`config.mk`:
```
export PLATFORM = sky130hd
export DESIGN_NAME = dnn_stream_host
export DESIGN_NICKNAME = d
export VERILOG_FILES = /design/src/rtl/dnn_stream_host.sv
export SDC_FILE = /design/constraint.sdc
export NUM_CORES = 1
export LEC_CHECK = 0
export ABC_CLOCK_PERIOD_IN_PS = 10200
export CAP_MARGIN = 20
export CORE_MARGIN = 1.5
export CORE_UTILIZATION = 52
export DETAILED_ROUTE_END_ITERATION = 16
export PLACE_DENSITY = 0.76
export SYNTH_ARGS = -nofsm -noshare
export SYNTH_HDL_FRONTEND = slang
export SYNTH_SLANG_ARGS = --single-unit
```
`constraint.sdc`:
```
create_clock -name clk -period 10.2 [get_ports clk]
set_input_delay 2.04 -clock clk [delete_from_list [all_inputs] [get_ports clk]]
set_output_delay 2.04 -clock clk [all_outputs]
set_load 0.05 [all_outputs]
```
`src/rtl/dnn_stream_host.sv`:
```
// rtl/dnn_stream_host.sv - host-side src stream transmitter and dst stream receiver
// TX prefetches memory words into a small FIFO under read credit; RX writes dst beats back to memory.
module dnn_stream_host #(
    parameter int AW    = 16,
    parameter int DEPTH = 4
) (
    input  logic          clk,
    input  logic          rst,
    input  logic          tx_start,
    input  logic [AW-1:0] tx_base,
    input  logic [12:0]   tx_len,
    output logic          tx_busy,
    output logic          tx_done,
    output logic          mem_rd_en,
    output logic [AW-1:0] mem_rd_addr,
    input  logic [63:0]   mem_rd_data,
    output logic          src_valid,
    output logic [15:0]   src_data0,
    output logic [15:0]   src_data1,
    output logic [15:0]   src_data2,
    output logic [15:0]   src_data3,
    output logic          src_last,
    input  logic          src_ready,
    input  logic          rx_start,
    input  logic [AW-1:0] rx_base,
    input  logic [12:0]   rx_len,
    output logic          rx_busy,
    output logic          rx_done,
    output logic          rx_err,
    input  logic          dst_valid,
    input  logic [31:0]   dst_data0,
    input  logic [31:0]   dst_data1,
    input  logic          dst_last,
    output logic          dst_ready,
    output logic          mem_wr_en,
    output logic [AW-1:0] mem_wr_addr,
    output logic [63:0]   mem_wr_data
);

    localparam int PW = $clog2(DEPTH);
    localparam logic [0:0]    S_IDLE  = 1'b0;
    localparam logic [0:0]    S_RUN   = 1'b1;
    localparam logic [PW+1:0] DEPTH_C = DEPTH[PW+1:0];

    logic [0:0]    r_tx_state;
    logic [AW-1:0] r_tx_base;
    logic [12:0]   r_tx_len;
    logic [12:0]   r_tx_issued;
    logic [12:0]   r_tx_popped;
    logic          r_tx_done;
    logic          r_rd_pend;
    logic [63:0]   r_fifo [DEPTH];
    logic [PW-1:0] r_wptr;
    logic [PW-1:0] r_rptr;
    logic [PW:0]   r_count;

    logic          w_tx_run;
    logic [PW+1:0] w_used;
    logic          w_rd_en;
    logic          w_push;
    logic          w_pop;
    logic          w_src_valid;
    logic [63:0]   w_head;
    logic          w_last_beat;

    // Credit counts the read still in flight so the FIFO can never overflow.
    assign w_tx_run    = (r_tx_state == S_RUN);
    assign w_used      = {1'b0, r_count} + {{(PW + 1){1'b0}}, r_rd_pend};
    assign w_rd_en     = w_tx_run && (r_tx_issued < r_tx_len) && (w_used < DEPTH_C);
    assign w_push      = r_rd_pend;
    assign w_src_valid = (r_count != '0);
    assign w_pop       = w_src_valid && src_ready;
    assign w_head      = r_fifo[r_rptr];
    assign w_last_beat = (r_tx_popped == r_tx_len - 13'd1);

    assign tx_busy     = w_tx_run;
    assign tx_done     = r_tx_done;
    assign mem_rd_en   = w_rd_en;
    assign mem_rd_addr = w_rd_en ? (r_tx_base + AW'(r_tx_issued)) : '0;
    assign src_valid   = w_src_valid;
    assign src_data0   = w_src_valid ? w_head[15:0]  : 16'h0;
    assign src_data1   = w_src_valid ? w_head[31:16] : 16'h0;
    assign src_data2   = w_src_valid ? w_head[47:32] : 16'h0;
    assign src_data3   = w_src_valid ? w_head[63:48] : 16'h0;
    assign src_last    = w_src_valid && w_last_beat;

    always_ff @(posedge clk or posedge rst) begin
        if (rst) begin
            r_tx_state  <= S_IDLE;
            r_tx_base   <= '0;
            r_tx_len    <= '0;
            r_tx_issued <= '0;
            r_tx_popped <= '0;
            r_tx_done   <= 1'b0;
            r_rd_pend   <= 1'b0;
            r_wptr      <= '0;
            r_rptr      <= '0;
            r_count     <= '0;
        end else begin
            r_tx_done <= 1'b0;
            r_rd_pend <= w_rd_en;
            if (w_push) r_wptr <= r_wptr + PW'(1);
            if (w_pop)  r_rptr <= r_rptr + PW'(1);
            r_count <= r_count + {{PW{1'b0}}, w_push} - {{PW{1'b0}}, w_pop};
            if (r_tx_state == S_IDLE) begin
                // The done cycle still blocks a new start so the pulse cannot overlap a job.
                if (tx_start && !r_tx_done) begin
                    if (tx_len == 13'd0) begin
                        r_tx_done <= 1'b1;
                    end else begin
                        r_tx_state  <= S_RUN;
                        r_tx_base   <= tx_base;
                        r_tx_len    <= tx_len;
                        r_tx_issued <= '0;
                        r_tx_popped <= '0;
                    end
                end
            end else begin
                if (w_rd_en) r_tx_issued <= r_tx_issued + 13'd1;
                if (w_pop) begin
                    r_tx_popped <= r_tx_popped + 13'd1;
                    if (w_last_beat) begin
                        r_tx_state <= S_IDLE;
                        r_tx_done  <= 1'b1;
                    end
                end
            end
        end
    end

    always_ff @(posedge clk) begin
        if (w_push) r_fifo[r_wptr] <= mem_rd_data;
    end

    logic [0:0]    r_rx_state;
    logic [AW-1:0] r_rx_base;
    logic [12:0]   r_rx_len;
    logic [12:0]   r_rx_cnt;
    logic          r_rx_done;
    logic          r_rx_err;
    logic          r_wr_en;
    logic [AW-1:0] r_wr_addr;
    logic [63:0]   r_wr_data;
    logic          w_rx_final;

    assign w_rx_final  = (r_rx_cnt == r_rx_len - 13'd1);
    assign rx_busy     = (r_rx_state == S_RUN);
    assign dst_ready   = (r_rx_state == S_RUN);
    assign rx_done     = r_rx_done;
    assign rx_err      = r_rx_err;
    assign mem_wr_en   = r_wr_en;
    assign mem_wr_addr = r_wr_addr;
    assign mem_wr_data = r_wr_data;

    always_ff @(posedge clk or posedge rst) begin
        if (rst) begin
            r_rx_state <= S_IDLE;
            r_rx_base  <= '0;
            r_rx_len   <= '0;
            r_rx_cnt   <= '0;
            r_rx_done  <= 1'b0;
            r_rx_err   <= 1'b0;
            r_wr_en    <= 1'b0;
            r_wr_addr  <= '0;
            r_wr_data  <= '0;
        end else begin
            r_wr_en   <= 1'b0;
            r_rx_done <= 1'b0;
            if (r_rx_state == S_IDLE) begin
                if (rx_start) begin
                    r_rx_err  <= 1'b0;
                    r_rx_base <= rx_base;
                    r_rx_len  <= rx_len;
                    r_rx_cnt  <= '0;
                    if (rx_len == 13'd0) r_rx_done  <= 1'b1;
                    else                 r_rx_state <= S_RUN;
                end
            end else if (dst_valid) begin
                r_wr_en   <= 1'b1;
                r_wr_addr <= r_rx_base + AW'(r_rx_cnt);
                r_wr_data <= {dst_data1, dst_data0};
                r_rx_cnt  <= r_rx_cnt + 13'd1;
                // Done is registered alongside the final write so both land in the same cycle.
                if (dst_last || w_rx_final) begin
                    r_rx_state <= S_IDLE;
                    r_rx_done  <= 1'b1;
                    r_rx_err   <= (dst_last != w_rx_final);
                end
            end
        end
    end

endmodule
```
==> run_results.csv, run 1 <==
group,metric,value,unit
run_status,status,"completed",
synthesis,synth.most_common_cell,"nand2_1",
placement,place.gp.congestion,0.867,
placement,io_buffers,362,
timing,rsz0062_at_grt,"no",
routing,routed_wl,49.0,mm
routing,route.detailed.drc,0,
synthesis,synth_nets,1852,
final_layout,fill_cells,2783,
synthesis,synth_cells,1605,
final_layout,syn_to_final_growth,28.6,%
floorplan,die_h,199,µm
synthesis,synth_largest_area_cell,"edfxtp_1",
routing,vias,13900,
routing,vias_per_cell,5.53,
setup_path,slowest_stage,"clkdlybuf4s50_1",
global_route,antenna_found_initial,4,
final_layout,fin_nets,2210,
setup_path,cp.arrival,4.14,ns
synthesis,synth_cell_types,66,
setup_path,endpoint_kind,"primary output",
floorplan,rows,71,
routing,drt-initial-drc-count,912,
placement,placed_cells,2425,
setup_path,crit_chain,"inv_1, ha_1, nor4b_2, a31oi_1, a221oi_1, nor3_1, or4_4, a21oi_1, clkdlybuf4s50_1",
synthesis,async_flop_share,0.427,
floorplan,core_area,37700,µm²
synthesis,synthTopCellsByArea,"edfxtp_1 (39%), dfrtp_1 (24%), nand2_1 (7.6%), mux4_2 (7.2%), ha_1 (3.2%)",
timing,min_period_over_period,0.606,
timing,skew,0.0212,ns
cts,cts_buffer_depth,3,
min_path,hp-class,"flip-flop to flip-flop",
timing,setup_viol_count_final,0,
cts,cts_hold_buf,0,
cts,clock_latency,0.58,ns
setup_path,cp.required,8.16,ns
cts,cts_setup_buffers,0,
synthesis,yosysSeqAreaShare,0.625,
floorplan,ios,363,
synthesis,synth_top_area_share,0.386,
floorplan,die_x,199,µm
setup_path,cp_max_fo,9,
synthesis,synth_commonest_cells,"nand2_1 (404), edfxtp_1 (256), dfrtp_1 (191)",
setup_path,critPathMaxStageDelay,0.82,ns
cts,cts_root_buffer,"clkbuf_16",
synthesis,synth_edf_count,256,
timing,period_minus_slack,6.18,ns
final_layout,post-route-util,0.681,
power,vdd_drop_max,0.160,mV
synthesis,synthesis.area,19900,µm²
floorplan,start_util,0.529,
timing,slew_headroom,0.350,
global_route,grt_pass1_wl,77.5,mm
timing,setup-tns-final,0,ns
timing,finalHoldWorstSlack,0.472,ns
cts,cts_sinks,447,
cts,cts_tree,"built",
synthesis,synth_flop_cell,"edfxtp_1",
timing,hold_viol_final,0,
global_route,grt_max_degree,121,
cts,cts_buffers,47,
global_route,grt_overflow,0,
power,power.leakage,10.1,nW
job,maxCapViolations,0,
floorplan,die_area,39500,µm²
cts,cts_max_level,2,
synthesis,yosys_register_bits,447,
synthesis,yosys_warnings,0,
routing,ant_nets,0,
final_layout,drive_gt1_frac,0.0841,
placement,place_hpwl,32.9,mm
routing,first_pass_iters,5,
routing,wire_per_inst,19.5,µm
synthesis,syn_area_per_cell,12.4,µm²
timing,max_freq,162,MHz
setup_path,critical_path.startpoint_type,"flip-flop",
cts,clkTransAtPathRegs,0.06,ns
global_route,grt_pass1_vias,14300,
timing,finalMaxSlewViolations,0,
cts,postCtsResizedCells,0,
power,power.density,290,nW/µm²
final_layout,stdcell_count,2510,
timing,tightest_slew,0.975,ns
global_route,grt.total_usage,0.254,
setup_path,path_class,"flip-flop to primary output",
[metal layers]
layer	vias to the layer above	share of wire	global-route usage	wire (µm)
li1	6471	-	-	-
met1	6803	0.40	0.317	19700
met2	503	0.49	0.435	24000
met3	93	0.082	0.0641	4000
met4	6	0.026	0.0780	1260
met5	-	0.00077	0	38
[state kept, by name, summed over array words and instances (netlist names), 3 cells and up]
signal	cells
mem_wr_data	64
r_tx_len	13
r_fifo	256
r_rx_cnt	13
r_count	3
r_rx_base	16
r_tx_issued	13
r_tx_popped	13
r_tx_base	16
mem_wr_addr	16
r_rx_len	13
[logic make-up (layout without fill, tap and decap cells)]
family / count (synthesis) / count (layout) / share of synthesized area
AO/OA/AOI/OAI: 202 / 202 / 0.0661
XOR/XNOR: 59 / 59 / 0.0259
adder cells (fa/ha/maj): 54 / 54 / 0.0350
buffers and inverters: 110 / 503 / 0.0212
flip-flops: 447 / 447 / 0.625
multiplexers: 73 / 73 / 0.0769
other: 0 / 1 / 0
AND/OR/NAND/NOR: 660 / 660 / 0.150
[placed cells by master (no fill, tap or decap), types with 5 or more instances in the layout]
master	n
a21o_1	7
nand3_1	27
or3_1	8
o31ai_1	10
xnor2_1	31
edfxtp_1	256
o21ai_0	62
and2_1	70
nand2_1	403
ha_1	51
mux4_2	64
clkbuf_1	8
a2111oi_0	6
clkinv_1	6
nor3b_1	7
nor2_1	57
a211o_1	6
mux2i_1	8
and4_1	5
a31oi_1	8
nand2b_1	7
and3_1	5
o211ai_1	22
a211oi_1	11
clkinv_2	6
nor4_1	8
clkdlybuf4s50_1	362
clkbuf_16	48
o21a_1	11
inv_1	40
a21oi_1	34
nor3_1	22
dfrtp_1	189
buf_4	15
xor2_1	28
nand4_1	16
bufinv_16	5
[power by group]
group / internal [mW] / switching, mW / total, mW
Combinational: 1.17 / 2.00 / 3.16
Sequential: 2.32 / 0.240 / 2.56
Clock: 1.01 / 0.721 / 1.73
Total: 4.49 / 2.96 / 7.45
[path summary, 6_finish.rpt]
check,slack [ns],from,end,cells past startpoint
max,4.02,r_tx_len[0],src_last,9
min reg2reg,0.47,mem_wr_data[38],mem_wr_data[38],2
max in group asynchronous,6.72,rst,mem_wr_data[16],3
min,0.47,mem_wr_data[38],mem_wr_data[38],2
min in group asynchronous,2.00,rst,mem_wr_data[43],2
max reg2reg,7.00,r_rx_len[0],rx_err,11
[metrics by stage]
stage	worst slack, ns	total power, mW	instance area (µm²)
after CTS	4.03	7.52	25600
after floorplan	2.96	4.71	19900
final	4.02	7.45	25700
after global placement	4.73	5.72	24100
after detailed placement	4.66	5.77	24100
after global routing	3.88	7.80	25600
[layout make-up]
type	count	area, µm²	share of cell area
Multi-Input combinational cell	1048	7070	0.275
Clock buffer	57	1240	0.0485
Timing Repair Buffer	377	3740	0.146
Antenna cell	1	2.50	0.0000976
Clock inverter	27	325	0.0127
Tap cell	511	639	0.0249
Inverter	42	165	0.00644
Sequential cell	447	12500	0.486
[worst max-delay path: cells and delay by family (launching register included)]
| family | cells | cell delay [ns] |
|---|---|---|
| AOI/OAI and AO/OA | 3 | 0.62 |
| adders and majority gates | 1 | 0.34 |
| buffers and inverters | 2 | 0.92 |
| DFF | 1 | 0.44 |
| and+or+nand+nor | 3 | 1.24 |
(Power assumes the default switching activity.)
==> run 2: changes to the inputs <==
- ABC_CLOCK_PERIOD_IN_PS: 10200 -> 6400
- clock period: 10.2 -> 6.4 ns (I/O delays scaled with it)
==> run 2 against run 1 <==
Global-route usage fell by 0.17 points. Power rose by 57%. Cell area fell by 0.32%. Worst hold slack got worse by 0.0011 ns. Sequential power rose by 62%. Clock-buffer cell count rose by 5. Non-clock buffer count rose by 3. Critical endpoint unchanged. Largest cell class unchanged. Highest routed layer unchanged.
==> run_results.csv, run 2 (synthesis results as in run 1) <==
group,metric,value,unit
power,power.share.clock,0.221,
setup_path,cp_num_buf_inv,2,
run_status,status,"completed",
setup_path,crit_chain,"inv_1, ha_1, nor4b_2, a31oi_1, a221oi_1, nor3_1, or4_4, a21oi_1, clkdlybuf4s50_1",
cts,postCtsResizedCells,0,
final_layout,drive_gt1_frac,0.0825,
global_route,met1_usage,0.315,
routing,route.detailed.drc,0,
global_route,grt_pass1_vias,14400,
routing,first_pass_iters,6,
timing,period_minus_slack,5.38,ns
setup_path,cp_top_family,"simple AND/OR/NAND/NOR gates",
setup_path,r2r-start,"r_rx_len[0]",
global_route,antenna_found_initial,8,
floorplan,die_x,199,µm
timing,hold_viol_final,0,
timing,min_period_over_period,0.841,
min_path,hp-class,"flip-flop to flip-flop",
min_path,min-delay-start,"mem_wr_data[61]",
power,vdd_drop_max,0.271,mV
placement,place.gp.congestion,0.898,
cts,cts_setup_buffers,0,
power,total_power,11.7,mW
setup_path,slowest_stage,"clkdlybuf4s50_1",
routing,vias,13900,
global_route,grt_max_degree,112,
power,power.internal,7.06,mW
power,power.leakage,10.1,nW
routing,ant_nets,0,
setup_path,rr_worst_depth,11,
floorplan,ios,363,
cts,cts_hold_buf,0,
job,maxCapViolations,0,
global_route,grt_pass1_wl,76.7,mm
min_path,holdPathStages,2,
setup_path,reg2reg_slack,3.38,ns
timing,max_freq,186,MHz
power,pwr-share-seq,0.354,
setup_path,r2r_end,"rx_err",
setup_path,critPathMaxStageDelay,0.83,ns
routing,drt-initial-drc-count,795,
timing,skew,0.0195,ns
power,power.density,458,nW/µm²
cts,clock_latency,0.58,ns
placement,io_buffers,362,
power,p_sw_frac,0.397,
final_layout,regMostFlops,"r_fifo",
timing,slew_headroom,0.317,
floorplan,die_h,199,µm
global_route,top_usage_layer,"met2",
cts,cts_sinks,447,
power,power_switching,4.65,mW
routing,wire_per_inst,19.4,µm
final_layout,mostFrequentLayoutCell,"nand2_1",
timing,finalMaxSlewViolations,0,
floorplan,start_util,0.529,
placement,dpl_cell_area,24100,µm²
setup_path,cp.arrival,4.10,ns
routing,routed_wl,48.8,mm
final_layout,fin_nets,2212,
setup_path,path_class,"flip-flop to primary output",
timing,setup_viol_count_final,0,
floorplan,core_area,37700,µm²
global_route,grtUsageMet3,0.0670,
floorplan,die_area,39500,µm²
cts,cts_buffer_depth,3,
cts,cts_tree,"built",
cts,clkTransAtPathRegs,0.06,ns
cts,cts_buffers,46,
global_route,grtUsageMet2,0.426,
timing,rsz0062_at_grt,"no",
setup_path,cp.depth,9,
timing,setup-tns-final,0,ns
setup_path,cp_max_fo,9,
floorplan,rows,71,
timing,tightest_slew,1.02,ns
final_layout,largest_reg_flops,256,
final_layout,most-common-layout-cells,"nand2_1 (403), clkdlybuf4s50_1 (362), edfxtp_1 (256), dfrtp_1 (189), and2_1 (70)",
min_path,hold_end,"mem_wr_data[61]",
cts,cts_root_buffer,"clkbuf_16",
final_layout,stdcell_area,25600,µm²
cts,cts_max_level,2,
global_route,grt.total_usage,0.252,
final_layout,syn_to_final_growth,28.2,%
timing,finalHoldWorstSlack,0.471,ns
global_route,grt_overflow,0,
placement,place_hpwl,33.0,mm
routing,vias_per_cell,5.51,
setup_path,endpoint_kind,"primary output",
setup_path,cp.required,5.12,ns
setup_path,critical_path.startpoint_type,"flip-flop",
power,comb_power_share,0.425,
==> run 2: metal layers <==
metal / part of all wire / routed length [µm]
met2: 0.49 / 24100
met1: 0.40 / 19400
met5: 0.00092 / 45
met3: 0.080 / 3920
met4: 0.027 / 1320
==> run 2: worst reg2reg max path: stages (launching register included) <==
cell       delay, ns
dfrtp_1         0.41
inv_1           0.10
ha_1            0.23
nor3b_1         0.44
nand3_1         0.26
nor4_1          0.28
xnor2_1         0.14
a2111oi_0       0.29
o211ai_1        0.21
ha_1            0.25
nor2_1          0.17
o21ai_0         0.11
==> run 2: worst max path at each step <==
| stage | start | endpoint | slack (ns) |
|---|---|---|---|
| 6_report | r_tx_len[0] | src_last | 1.02 |
| 5_1_grt | r_tx_len[0] | src_last | 0.76 |
| 4_1_cts | r_tx_len[0] | src_last | 0.96 |
| 3_5_place_dp | r_tx_len[0] | src_last | 1.61 |
| 3_3_place_gp | r_tx_len[0] | src_last | 1.63 |
| 2_1_floorplan | r_tx_issued[1] | mem_rd_addr[13] | 1.88 |
==> run 2: layout make-up <==
class                   count  area (µm²)
diodes                      5        12.5
clock buffers              62        1250
clock inverters            21         194
fillers                  2745       12100
inverters                  42         161
multi-input cells        1048        7070
flip-flops and latches    447       12500
well taps                 511         639
repair buffers            380        3770
==> run 2: through the flow <==
stage / cells / setup WS, ns / util
after floorplan: 1605 / 1.88 / -
after global placement: 2428 / 1.63 / 0.640
after detailed placement: 2428 / 1.61 / 0.640
after CTS: 2511 / 0.965 / 0.678
after global routing: 2514 / 0.757 / 0.679
final: 2516 / 1.02 / 0.679
==> run 2: power groups by stage <==
stage / registers (mW) / clock network, mW / logic [mW]
after global routing: 4.22 / 2.75 / 5.28
after CTS: 4.16 / 2.64 / 5.03
after detailed placement: 4.20 / 0 / 5.00
after global placement: 4.16 / 0 / 4.97
final: 4.15 / 2.59 / 4.98
after floorplan: 4.34 / 0 / 3.16
